--- src/rtl/otter_cu_pkg.sv ---
// Shared types and constants for the multi-cycle OTTER control unit.
// Holds opcode, SYSTEM funct3 and FSM state encodings plus the MRET pattern.
package otter_cu_pkg;

  typedef enum logic [6:0] {
    LUI    = 7'b0110111,
    AUIPC  = 7'b0010111,
    JAL    = 7'b1101111,
    JALR   = 7'b1100111,
    BRANCH = 7'b1100011,
    LOAD   = 7'b0000011,
    STORE  = 7'b0100011,
    OP_IMM = 7'b0010011,
    OP     = 7'b0110011,
    SYSTEM = 7'b1110011,
    ENCRY  = 7'b0011100
  } opcode_t;

  typedef enum logic [2:0] {
    F3_PRIV   = 3'b000,
    F3_CSRRW  = 3'b001,
    F3_CSRRS  = 3'b010,
    F3_CSRRC  = 3'b011,
    F3_RSVD   = 3'b100,
    F3_CSRRWI = 3'b101,
    F3_CSRRSI = 3'b110,
    F3_CSRRCI = 3'b111
  } funct3_system_t;

  typedef enum logic [2:0] {
    ST_FETCH   = 3'd0,
    ST_EXECUTE = 3'd1,
    ST_CRYPTO  = 3'd2,
    ST_WB      = 3'd3,
    ST_INTER   = 3'd4
  } cu_state_t;

  localparam logic [11:0] MRET_FUNC12 = 12'h302;

  // True for the six Zicsr variants (register and immediate forms).
  function automatic logic is_csr_func3(input logic [2:0] f3);
    funct3_system_t f;
    f = funct3_system_t'(f3);
    return (f != F3_PRIV) && (f != F3_RSVD);
  endfunction

endpackage

--- src/rtl/otter_cu_round_ctr.sv ---
// Saturating round counter for the CRYPTO state, with a last-round flag
// for fixed-length mode.
module otter_cu_round_ctr
  import otter_cu_pkg::*;
#(
  parameter int CRYPTO_ROUNDS = 4,
  parameter int CNT_W         = 3
) (
  input  logic             CU_CLK,
  input  logic             CU_RESET_N,
  input  logic             clr,
  input  logic             en,
  output logic [CNT_W-1:0] round,
  output logic             last
);

  always_ff @(posedge CU_CLK or negedge CU_RESET_N) begin
    if (!CU_RESET_N) begin
      round <= '0;
    end else if (clr) begin
      round <= '0;
    end else if (en && (round != '1)) begin
      round <= round + 1'b1;
    end
  end

  assign last = (round == CNT_W'(CRYPTO_ROUNDS - 1));

endmodule

--- src/rtl/otter_cu_fsm_mc.sv ---
// Multi-cycle OTTER control unit: FETCH/EXECUTE/WB/INTER plus a CRYPTO state
// that runs ENCRY for a fixed round count or until the coprocessor reports done.
module otter_cu_fsm_mc
  import otter_cu_pkg::*;
#(
  parameter int CRYPTO_ROUNDS    = 4,
  parameter int CNT_W            = 3,
  parameter bit CRYPTO_HANDSHAKE = 1'b0
) (
  input  logic             CU_CLK,
  input  logic             CU_RESET_N,
  input  logic             CU_INT,
  input  logic             CU_prevINT,
  input  logic [6:0]       CU_OPCODE,
  input  logic [2:0]       CU_FUNC3,
  input  logic [11:0]      CU_FUNC12,
  input  logic             CU_CRYPTO_DONE,
  output logic             CU_PCWRITE,
  output logic             CU_REGWRITE,
  output logic             CU_MEMWRITE,
  output logic             CU_MEMREAD1,
  output logic             CU_MEMREAD2,
  output logic             CU_intTaken,
  output logic             CU_csrWrite,
  output logic             CU_intCLR,
  output logic             CU_CRYPTO_START,
  output logic [CNT_W-1:0] CU_CRYPTO_ROUND,
  output logic             CU_BUSY
);

  cu_state_t state;
  opcode_t   opc;
  logic      intp;
  logic      is_mret;
  logic      is_csr;
  logic      ctr_last;
  logic      crypto_last;
  cu_state_t retire_next;

  assign opc         = opcode_t'(CU_OPCODE);
  assign intp        = CU_INT | CU_prevINT;
  assign is_mret     = (opc == SYSTEM) && (CU_FUNC3 == 3'b000) && (CU_FUNC12 == MRET_FUNC12);
  assign is_csr      = (opc == SYSTEM) && is_csr_func3(CU_FUNC3);
  assign retire_next = intp ? ST_INTER : ST_FETCH;

  // DONE only matters while in CRYPTO; outside it the state decode masks it.
  assign crypto_last = CRYPTO_HANDSHAKE ? CU_CRYPTO_DONE : ctr_last;

  otter_cu_round_ctr #(
    .CRYPTO_ROUNDS (CRYPTO_ROUNDS),
    .CNT_W         (CNT_W)
  ) u_round_ctr (
    .CU_CLK     (CU_CLK),
    .CU_RESET_N (CU_RESET_N),
    .clr        ((state == ST_EXECUTE) && (opc == ENCRY)),
    .en         (state == ST_CRYPTO),
    .round      (CU_CRYPTO_ROUND),
    .last       (ctr_last)
  );

  always_ff @(posedge CU_CLK or negedge CU_RESET_N) begin
    if (!CU_RESET_N) begin
      state <= ST_FETCH;
    end else begin
      case (state)
        ST_FETCH:   state <= ST_EXECUTE;
        ST_EXECUTE: begin
          case (opc)
            LOAD:    state <= ST_WB;
            ENCRY:   state <= ST_CRYPTO;
            default: state <= retire_next;
          endcase
        end
        // Interrupts wait for the final CRYPTO cycle; no mid-operation exit.
        ST_CRYPTO:  if (crypto_last) state <= retire_next;
        ST_WB:      state <= retire_next;
        ST_INTER:   state <= ST_FETCH;
        default:    state <= ST_FETCH;
      endcase
    end
  end

  always_comb begin
    CU_PCWRITE      = 1'b0;
    CU_REGWRITE     = 1'b0;
    CU_MEMWRITE     = 1'b0;
    CU_MEMREAD1     = 1'b0;
    CU_MEMREAD2     = 1'b0;
    CU_intTaken     = 1'b0;
    CU_csrWrite     = 1'b0;
    CU_CRYPTO_START = 1'b0;
    CU_BUSY         = 1'b0;
    case (state)
      ST_FETCH: CU_MEMREAD1 = 1'b1;
      ST_EXECUTE: begin
        case (opc)
          LOAD:  CU_MEMREAD2 = 1'b1;
          STORE: begin
            CU_MEMWRITE = 1'b1;
            CU_PCWRITE  = 1'b1;
          end
          ENCRY:  CU_CRYPTO_START = 1'b1;
          BRANCH: CU_PCWRITE = 1'b1;
          SYSTEM: begin
            CU_PCWRITE  = 1'b1;
            CU_REGWRITE = !is_mret;
            CU_csrWrite = is_csr;
          end
          LUI, AUIPC, JAL, JALR, OP_IMM, OP: begin
            CU_PCWRITE  = 1'b1;
            CU_REGWRITE = 1'b1;
          end
          // Illegal opcode: skip the instruction without side effects.
          default: CU_PCWRITE = 1'b1;
        endcase
      end
      ST_CRYPTO: begin
        CU_BUSY = 1'b1;
        if (crypto_last) begin
          CU_PCWRITE  = 1'b1;
          CU_REGWRITE = 1'b1;
        end
      end
      ST_WB: begin
        CU_PCWRITE  = 1'b1;
        CU_REGWRITE = 1'b1;
      end
      ST_INTER: begin
        CU_intTaken = 1'b1;
        CU_PCWRITE  = 1'b1;
      end
      default: ;
    endcase
  end

  assign CU_intCLR = CU_PCWRITE;

endmodule

--- config.mk ---
export PLATFORM = sky130hd
export DESIGN_NAME = otter_cu_fsm_mc
export DESIGN_NICKNAME = d
export VERILOG_FILES = /design/src/rtl/otter_cu_pkg.sv /design/src/rtl/otter_cu_round_ctr.sv /design/src/rtl/otter_cu_fsm_mc.sv
export SDC_FILE = /design/constraint.sdc
export NUM_CORES = 1
export LEC_CHECK = 0
export CAP_MARGIN = 20
export CORE_AREA = 5 5 42 44
export CTS_BUF_LIST = sky130_fd_sc_hd__clkbuf_2
export CTS_CLUSTER_SIZE = 28
export DETAILED_ROUTE_END_ITERATION = 10
export DIE_AREA = 0 0 47 49
export DONT_BUFFER_PORTS = 1
export REMOVE_ABC_BUFFERS = 1
export SETUP_SLACK_MARGIN = 0.4
export SYNTH_ARGS = -nofsm -noshare
export SYNTH_HDL_FRONTEND = slang
export SYNTH_SLANG_ARGS = --single-unit
--- constraint.sdc ---
create_clock -name CU_CLK -period 3.65 [get_ports CU_CLK]
set_input_delay 0.5475 -clock CU_CLK [delete_from_list [all_inputs] [get_ports CU_CLK]]
set_output_delay 0.5475 -clock CU_CLK [all_outputs]
set_load 0.005 [all_outputs]
# == Word level (Yosys, flattened, before mapping) ==
# Index checks and enable logic that the tools add are counted.
# word_totals
ff_bits,6
inputBits,27
output_inout_bits,13
elab_cells,59
# op_classes
addsub,1
eq_ne,19
mux,22
bitwise,1
reduce_logical,14
# op_table
operator,count
== test 7 x 5 -> 1 bit (second input constant),3
== test 7 x 6 -> 1 bit (second input constant),3
== test 7 bit (second input constant),3
two-way mux 1 bit,13
== test 12 x 10 -> 1 bit (second input constant),1
two-way mux 3 bit,4
one-hot mux 3 bit (4 select lines),1
== test 3 x 2 -> 1 bit (second input constant),3
== test 7 x 2 -> 1 bit (second input constant),1
logical AND 1 bit,6
logical NOT 3 bit,2
inequality test 3 bit (second input constant),2
one-hot mux 1 bit (3 select lines),2
one-hot mux 3 bit (2 select lines),1
OR reduction 6 bit,1
OR reduction 2 bit,2
adder 3 x 1 -> 3 bit (second input constant),1
== test 3 x 1 -> 1 bit (second input constant),1
== test 3 bit (second input constant),1
nonzero test 3 bit,1
inequality test 2 bit (second input constant),1
one-hot mux 1 bit (2 select lines),1
nonzero test 2 bit,1
logical NOT 1 bit,1
OR 1 bit,1

# == Logic depth before layout (Yosys ltp) ==
# Gate-level depths: netlist of run 1.
# logic_depth
ltp_word,6
depth_mapped,6
depth_no_buf,5

# == Modules after synthesis ==
# A second synthesis of run 1 with hierarchy kept.
# unflattened
hier_cells,59
hier_area_um2,555.5
# by_module_without_submodules
mod,n_inst,cells_each,area_each_um2,seq_area_each_um2
otter_cu_fsm_mc,1,43,365.4,75.1
otter_cu_round_ctr,1,16,190.2,75.1

# == Worst setup path after synthesis of run 1 ==
# Ideal clock, no wire load.
# synth_path
path_type,register -> output
start,register u_round_ctr.round[0]
end,output CU_intCLR
arrival_ns,1.417
required_ns,3.102
slack_ns,1.685
path_stages_with_launch,7
n_path_buf,1
path_cell_list,dfrtp_1 > ha_1 > ha_1 > o21ai_1 > o21bai_1 > o21bai_1 > buf_4
# synth_between
elab_chain_len,3
# synth_lines
item,line,rtl
from (decl),otter_cu_round_ctr.sv:13,"output logic [CNT_W-1:0] round,"
from (signal assigned),otter_cu_round_ctr.sv:23,round <= round + 1'b1;
== test 3 x 2 -> 1 bit,otter_cu_round_ctr.sv:27,assign last = (round == CNT_W'(CRYPTO_ROUNDS - 1));
two-way mux 1 bit,otter_cu_fsm_mc.sv:119,if (crypto_last) begin
one-hot mux 1 bit (3 select lines),otter_cu_fsm_mc.sv:93,case (state)
to (decl),otter_cu_fsm_mc.sv:25,"output logic CU_intCLR,"
# Every way passes these cells.

# == Worst setup path after layout of run 1 ==
# layout_path
start,register u_round_ctr.round[0]
end,output CU_PCWRITE
# layout_between
elab_chain_len,3
# layout_lines
item,line,rtl
== test 3 x 2 -> 1 bit,otter_cu_round_ctr.sv:27,
two-way mux 1 bit,otter_cu_fsm_mc.sv:119,
one-hot mux 1 bit (3 select lines),otter_cu_fsm_mc.sv:93,
to (decl),otter_cu_fsm_mc.sv:18,"output logic CU_PCWRITE,"
# Every way passes these cells.

==> results of run 1 <==
sequential cells by signal (all words and copies together) (netlist names):
signal             flops
u_round_ctr.round      3
state                  3
cell usage in the layout, fill, tap and decap left out:
cell type and count:
o21bai_1 3, nor3b_2 1, nand2b_1 1, or3b_4 1
a211o_1 1, inv_1 1, or2_2 1, xnor2_1 1
and4b_1 2, and4_1 1, nor3_1 2, clkbuf_2 3
ha_1 3, nand4bb_1 2, dlygate4sd3_1 1, a211oi_1 1
o211ai_1 1, o41ai_2 1, dfrtp_1 6, and2_1 2
nor3b_1 6, nor4_1 2, mux2i_1 1, nor2_1 6
nor4b_1 3, and4bb_2 1, nand3_1 1, nand4_1 1
nor4b_4 1, o21ai_1 2, a2111oi_2 1, nor4_4 1
stage by stage:
step	cells	hold WS, ns	setup slack (ns)	power [mW]
3_5_place_dp	73	0.252	1.67	0.300
6_report	77	0.562	1.46	0.341
5_1_grt	77	0.569	1.35	0.375
3_3_place_gp	73	0.252	1.67	0.296
4_1_cts	76	0.00265	1.42	0.348
2_1_floorplan	57	0.252	1.82	0.265
routing by layer:
| metal | global-route usage [%] | up-vias |
|---|---|---|
| met5 | 0 | - |
| met4 | 8.29 | 0 |
| met3 | 3.32 | 2 |
| met2 | 18.3 | 15 |
| met1 | 12.6 | 229 |
| li1 | - | 241 |
worst min path at each step:
stage                                       to       start  cells after the start
after floorplan                       state[0]  CU_RESET_N                      0
after global routing                  state[2]      CU_INT                      2
after CTS                 u_round_ctr.round[1]  CU_RESET_N                      0
after global placement    u_round_ctr.round[1]  CU_RESET_N                      0
after detailed placement  u_round_ctr.round[1]  CU_RESET_N                      0
final                                 state[2]      CU_INT                      2
critical path, stage by stage (launching register included):
cell	delay, ns
dfrtp_1	0.42
ha_1	0.24
ha_1	0.20
o21ai_1	0.26
o21bai_1	0.09
o21bai_1	0.22
power by group through the flow:
stage               Combinational (mW)  Clock, mW  Sequential (mW)
floorplan                        0.125          0            0.140
finish                           0.145     0.0438            0.152
CTS                              0.148     0.0482            0.152
global route                     0.165     0.0524            0.158
detailed placement               0.147          0            0.153
global placement                 0.143          0            0.153
cell type report:
type                       count  area (um2)  share of cell area (%)
clock buffer                   3        15.0                    2.39
inverter                       1        3.75                   0.598
multi-input combinational     50         429                    68.3
sequential                     6         150                    23.9
tap                           16        20.0                    3.19
timing repair buffer           1        10.0                    1.59
cell families (layout without fill, tap and decap cells):
group,count (synthesis),count (layout),share of synthesized area (%)
AND/OR/NAND/NOR,35,35,47.5
AO/OA/AOI/OAI,10,10,14.6
flip-flops,6,6,25.0
buffers and inverters,4,5,3.54
adder cells (fa/ha/maj),3,3,6.25
XOR/XNOR,1,1,1.46
multiplexers,1,1,1.67
timing repair:
| item | 4_1_cts | 5_1_grt |
|---|---|---|
| hold buffers | 0 | 1 |
| setup endpoints to repair | 0 | 0 |
| hold endpoints to repair | 0 | 6 |
==> run metrics, run 1 <==
status completed; DP Area 603 um2; reg2reg start u_round_ctr.round[0]; total of buffers placed on input and output ports 0; worst hold path type primary input to flip-flop; Worst IR Drop VDD between 0.2 and 0.3 mV; Worst Path Class, Setup flip-flop to output port; final weighted congestion of routability-driven global placement 0.683; number of max-slew violations in the final report 0; Worst-path clk slew 0.05 ns; fraction of synthesis flops using an asynchronous set or reset pin 100%; Fin Clk Skew 0.00109 ns; M1 WL 481 um; Hold Violations, Final 0; global-route usage over all layers between 10% and 20%; data required time at the worst endpoint 3.10 ns; Internal Power 0.188 mW; final setup vio count 0; Area growth syn-to-layout 4.58%; Gates resized, CTS repair 0; Slew HR 66.1%; gr ovfl total 0; DRC violations left 0; most instantiated flip-flop cell in the synthesis netlist dfrtp_1; HPWL after DPL 1100 um; htree depth 1; share of total power consumed by net switching 44.9%; f_max 456 MHz; clk root buf clkbuf_2; largest buffer count on any clock path 2; post-route clock period utilization around three fifths; leading cell types by count after synthesis dfrtp_1 (6), nor2_1 (6), nor3b_1 (6); Min Clock Period, post-route approximately 2.2 ns; Cells after Synth 60; Inserted Clock Buffers 3; number of I/O pins 40; routed vias/inst 6.32; warnings from Yosys 0; number of DRC violations after detailed-routing iteration 0 8; Antenna diodes 0; sequential-to-total area share from yosys stat roughly 25%; maximum fanout count along the critical path 4; Comb pwr share 42.4%; sum of met2 wire segment lengths after detailed routing 708 um; Core Footprint 1400 um2; starting density of the core 42.9%; arrival time at the worst endpoint 1.65 ns; capturing element of the worst setup path CU_PCWRITE; category of the worst setup path capture point output port; cell type with the highest aggregate area in the netlist dfrtp_1; setup TNS after final layout 0 ns; die outline area about 2300 um2; Worst Max-Slew Pin Slew 0.508 ns; relative contribution of sequential cells to total power 44.7%; ranking of synthesized cells by area dfrtp_1 (25%), nor3b_1 (7.5%), ha_1 (6.3%); total standard cell area after synthesis 601 um2; top routing layer in use met4; setup bufs post-CTS 0; number of sinks on the clock net 6; power per standard cell area roughly 540 nW/um2; global-route wire length before repair between 1500 and 2000 um; initial antenna violation count 0; total wirelength of the detailed-routed design around 1300 um; #FFs+latches synth 6; post-route core utilization 44.8%; share of final-layout standard cells stronger than drive strength 1 18.0%; Post-Synthesis Mean Instance Area roughly 10 um2; routed via count 487; die boundary height 49 um; endpoint of the most critical register-to-register path state[2]; Finished Cell Area 628 um2; kind of launch point of the worst setup path flip-flop; met3 WL between 100 and 150 um; first-pass iteration count of the detailed router 3; count of different cell masters after synthesis 32; width of the die 47 um; worst setup path start u_round_ctr.round[0]; count of fill cells added during filler insertion roughly 150; switching power summed over all nets ~0.15 mW; wire length per cell after detailed routing 17.1 um; floorplan row count 14; RSZ-0062 raised after global routing false; clock network fraction of design power 12.9%; largest net degree at the start of global routing 14; via count of the first global-routing pass 448; final net count 93; max-capacitance violation count 0; source-to-sink clock delay at the later pin of the worst-skew pair 0.21 ns; number of antenna-violating nets in the routed design 0; leakage power figure 0.219 nW; TritonCTS clock tree yes; Post-synth EDFFs 0; worst-case register-to-register setup slack 2.03 ns; Yosys top cell area share ~25%; depth of the most critical reg-to-reg path 5
Note: power is estimated with default switching activity, not from simulation.
==> run 2: changes to the inputs <==
Settings changed: ABC_AREA set to 1.
Clock period 3.65 ns to 1.8 ns, I/O delays scaled along.
==> run metrics, run 2 <==
commonest non-fill, non-tap cell in the layout nand2_1; Cells after Synth 89 (+48%); WHS Endpoint state[1]; data required time at the worst endpoint 1.53 ns (-1.57 ns); maximum fanout count along the critical path 4 (unchanged); Slew HR 82.4% (+16 points); Post-synth EDFFs 0 (unchanged); warnings from Yosys 0 (unchanged); status completed; source-to-sink clock delay at the later pin of the worst-skew pair 0.21 ns (about the same); critical-path cell list ha_4 > ha_4 > inv_2 > a21oi_2 > nand3b_1; Worst IR Drop VDD 0.651 mV (+150%); Min-Delay Startpoint CU_OPCODE[6]; share of final-layout standard cells stronger than drive strength 1 33.3% (+15 points); routed vias/inst 5.04 (-20%); max-capacitance violation count 0 (unchanged); peak per-stage delay on the critical path 0.44 ns (+0.02 ns); width of the die 47 um (unchanged); number of DRC violations after detailed-routing iteration 0 4 (-4); Post-Place Setup Slack 0.333 ns (-1.34 ns); largest buffer count on any clock path 2 (unchanged); sequential-to-total area share from yosys stat 26.1% (+1.1 points); final net count 128 (+38%); power per standard cell area 1200 nW/um2 (+120%); gr ovfl total 0 (unchanged); count of different cell masters after synthesis 22 (-31%); endpoint of the most critical register-to-register path u_round_ctr.round[2]; number of sinks on the clock net 6 (unchanged); category of the worst setup path capture point output port; initial antenna violation count 0 (unchanged); final setup slack of the worst path 0.229 ns (-1.23 ns); f_max between 600 and 700 MHz; kind of launch point of the worst setup path flip-flop; number of I/O pins 40 (unchanged); count of fill cells added during filler insertion 147 (+0.68%); leading registers by flop count state: 3 flops, u_round_ctr.round: 3 flops; number of max-slew violations in the final report 0 (unchanged); htree depth 1 (unchanged); Worst Path Class, Setup flip-flop to output port; post-route clock period utilization 87.3%; hold path depth 3 (+1); crit-path most repeated cell ha_4; cell type with the highest aggregate area in the netlist dfrtp_1; reg2reg start u_round_ctr.round[0]; Worst Max-Slew Pin Slew 0.263 ns (-0.245 ns); number of antenna-violating nets in the routed design 0 (unchanged); die boundary height 49 um (unchanged); ranking of synthesized cells by area dfrtp_1 (26%), nand2_1 (11%), inv_1 (8.5%); most instantiated flip-flop cell in the synthesis netlist dfrtp_1; Post-Synthesis Mean Instance Area 6.47 um2 (-35%); leakage power figure 0.323 nW (+47%); total of buffers placed on input and output ports 0 (unchanged); die outline area 2300 um2 (unchanged); most instantiated library cell after synthesis nand2_1; wire length per cell after detailed routing 11.7 um (-31%); Inserted Clock Buffers 3 (unchanged); Antenna diodes 0 (unchanged); worst-case register-to-register setup slack 0.34 ns (-1.69 ns); Hold Violations, Final 0 (unchanged); floorplan row count 14 (unchanged); worst hold path type primary input to flip-flop; cell count after placement 104 (+42%); non-filler cells, final 112 (+45%); Fin Clk Skew 0.00248 ns (+0.00139 ns); total wirelength of the detailed-routed design 1310 um (-0.23%); routed via count 565 (+16%); Yosys top cell area share 26.1% (+1.1 points); #FFs+latches synth 6 (unchanged); first-pass iteration count of the detailed router 3 (unchanged); clk root buf clkbuf_2; RSZ-0062 raised after global routing true; final weighted congestion of routability-driven global placement 0.707 (+3.6%); largest net degree at the start of global routing 7 (-7); global-route usage over all layers 10.7% (-0.91 points); leading cell types by count after synthesis nand2_1 (17), inv_1 (13), nor2_1 (13); Area growth syn-to-layout 23.5%; TritonCTS clock tree yes; top library cells by usage in the layout, fill and taps aside nand2_1 (16), nor2_1 (13), inv_1 (11); DRC violations left 0 (unchanged); starting density of the core 41.1% (-1.8 points); fraction of synthesis flops using an asynchronous set or reset pin 100% (unchanged); global-route wire length before repair 1830 um (-5.0%); setup TNS after final layout 0 ns (unchanged); depth of the most critical reg-to-reg path 7 (+2); Core Footprint 1400 um2 (unchanged); final setup vio count 0 (unchanged); Crit-path slowest cell dfrtp_2; post-route core utilization 50.7% (+5.9 points); HPWL after DPL 1050 um (-4.1%); Min Clock Period, post-route 1.57 ns; via count of the first global-routing pass 483 (+7.8%); arrival time at the worst endpoint 1.30 ns (-0.35 ns); total standard cell area after synthesis 576 um2 (-4.2%); Worst-path clk slew 0.05 ns (about the same); Pwr Total 0.852 mW (+150%)
run 2: cell families after synthesis:
group | after synthesis | synth area share (%)
buffers and inverters | 17 | 11.7
adder cells (fa/ha/maj) | 3 | 6.52
AO/OA/AOI/OAI | 6 | 5.22
flip-flops | 6 | 26.1
AND/OR/NAND/NOR | 57 | 50.4
run 2: timing repair:
action,in CTS,in global routing
hold buffers,1,0
endpoints found under the hold margin,6,0
resized for setup,11,6
buffers inserted,3,1
setup endpoints to repair,7,10
pin swaps,7,4
run 2: area by class of cell:
class                   count  area (um2)  area share [%]
flip-flops and latches      6         155            21.8
well taps                  16        20.0            2.82
repair buffers              5        40.0            5.63
multi-input cells          66         420            59.2
clock buffers               3        15.0            2.11
inverters                  16        60.1            8.45
run 2: routing by layer:
metal	share of wire, %	global-route usage (%)
met2	51	17.6
met1	36	11.0
met3	12	4.43
met5	0	0
met4	0.84	5.53
run 2: where the power goes:
part | total [mW] | internal (mW) | switching, mW
clock network | 0.0864 | 0.0450 | 0.0413
logic | 0.483 | 0.220 | 0.262
registers | 0.283 | 0.198 | 0.0848
run 2: metrics by stage:
stage	instance area [um2]	hold WS (ns)
after detailed placement	588	-0.0254
after global placement	588	-0.0254
after CTS	684	0.308
after floorplan	568	-0.0256
after global routing	711	0.338
final	711	0.309
run 2: how the worst max path moves through the flow:
| stage | from | endpoint | slack (ns) | cells past startpoint |
|---|---|---|---|---|
| after global routing | u_round_ctr.round[0] | CU_intCLR | 0.15 | 5 |
| after CTS | u_round_ctr.round[1] | CU_intCLR | 0.20 | 5 |
| after detailed placement | u_round_ctr.round[0] | CU_intCLR | 0.33 | 5 |
| final | u_round_ctr.round[0] | CU_intCLR | 0.23 | 5 |
| after floorplan | u_round_ctr.round[0] | CU_PCWRITE | 0.42 | 5 |
| after global placement | u_round_ctr.round[0] | CU_PCWRITE | 0.34 | 5 |
run 2: critical path: cells and delay by family, from the launching register on:
kind	cells	cell delay [ns]
compound gates	1	0.05
fa+ha+maj	2	0.33
buf+inv	1	0.05
flops	1	0.44
simple gates	1	0.21
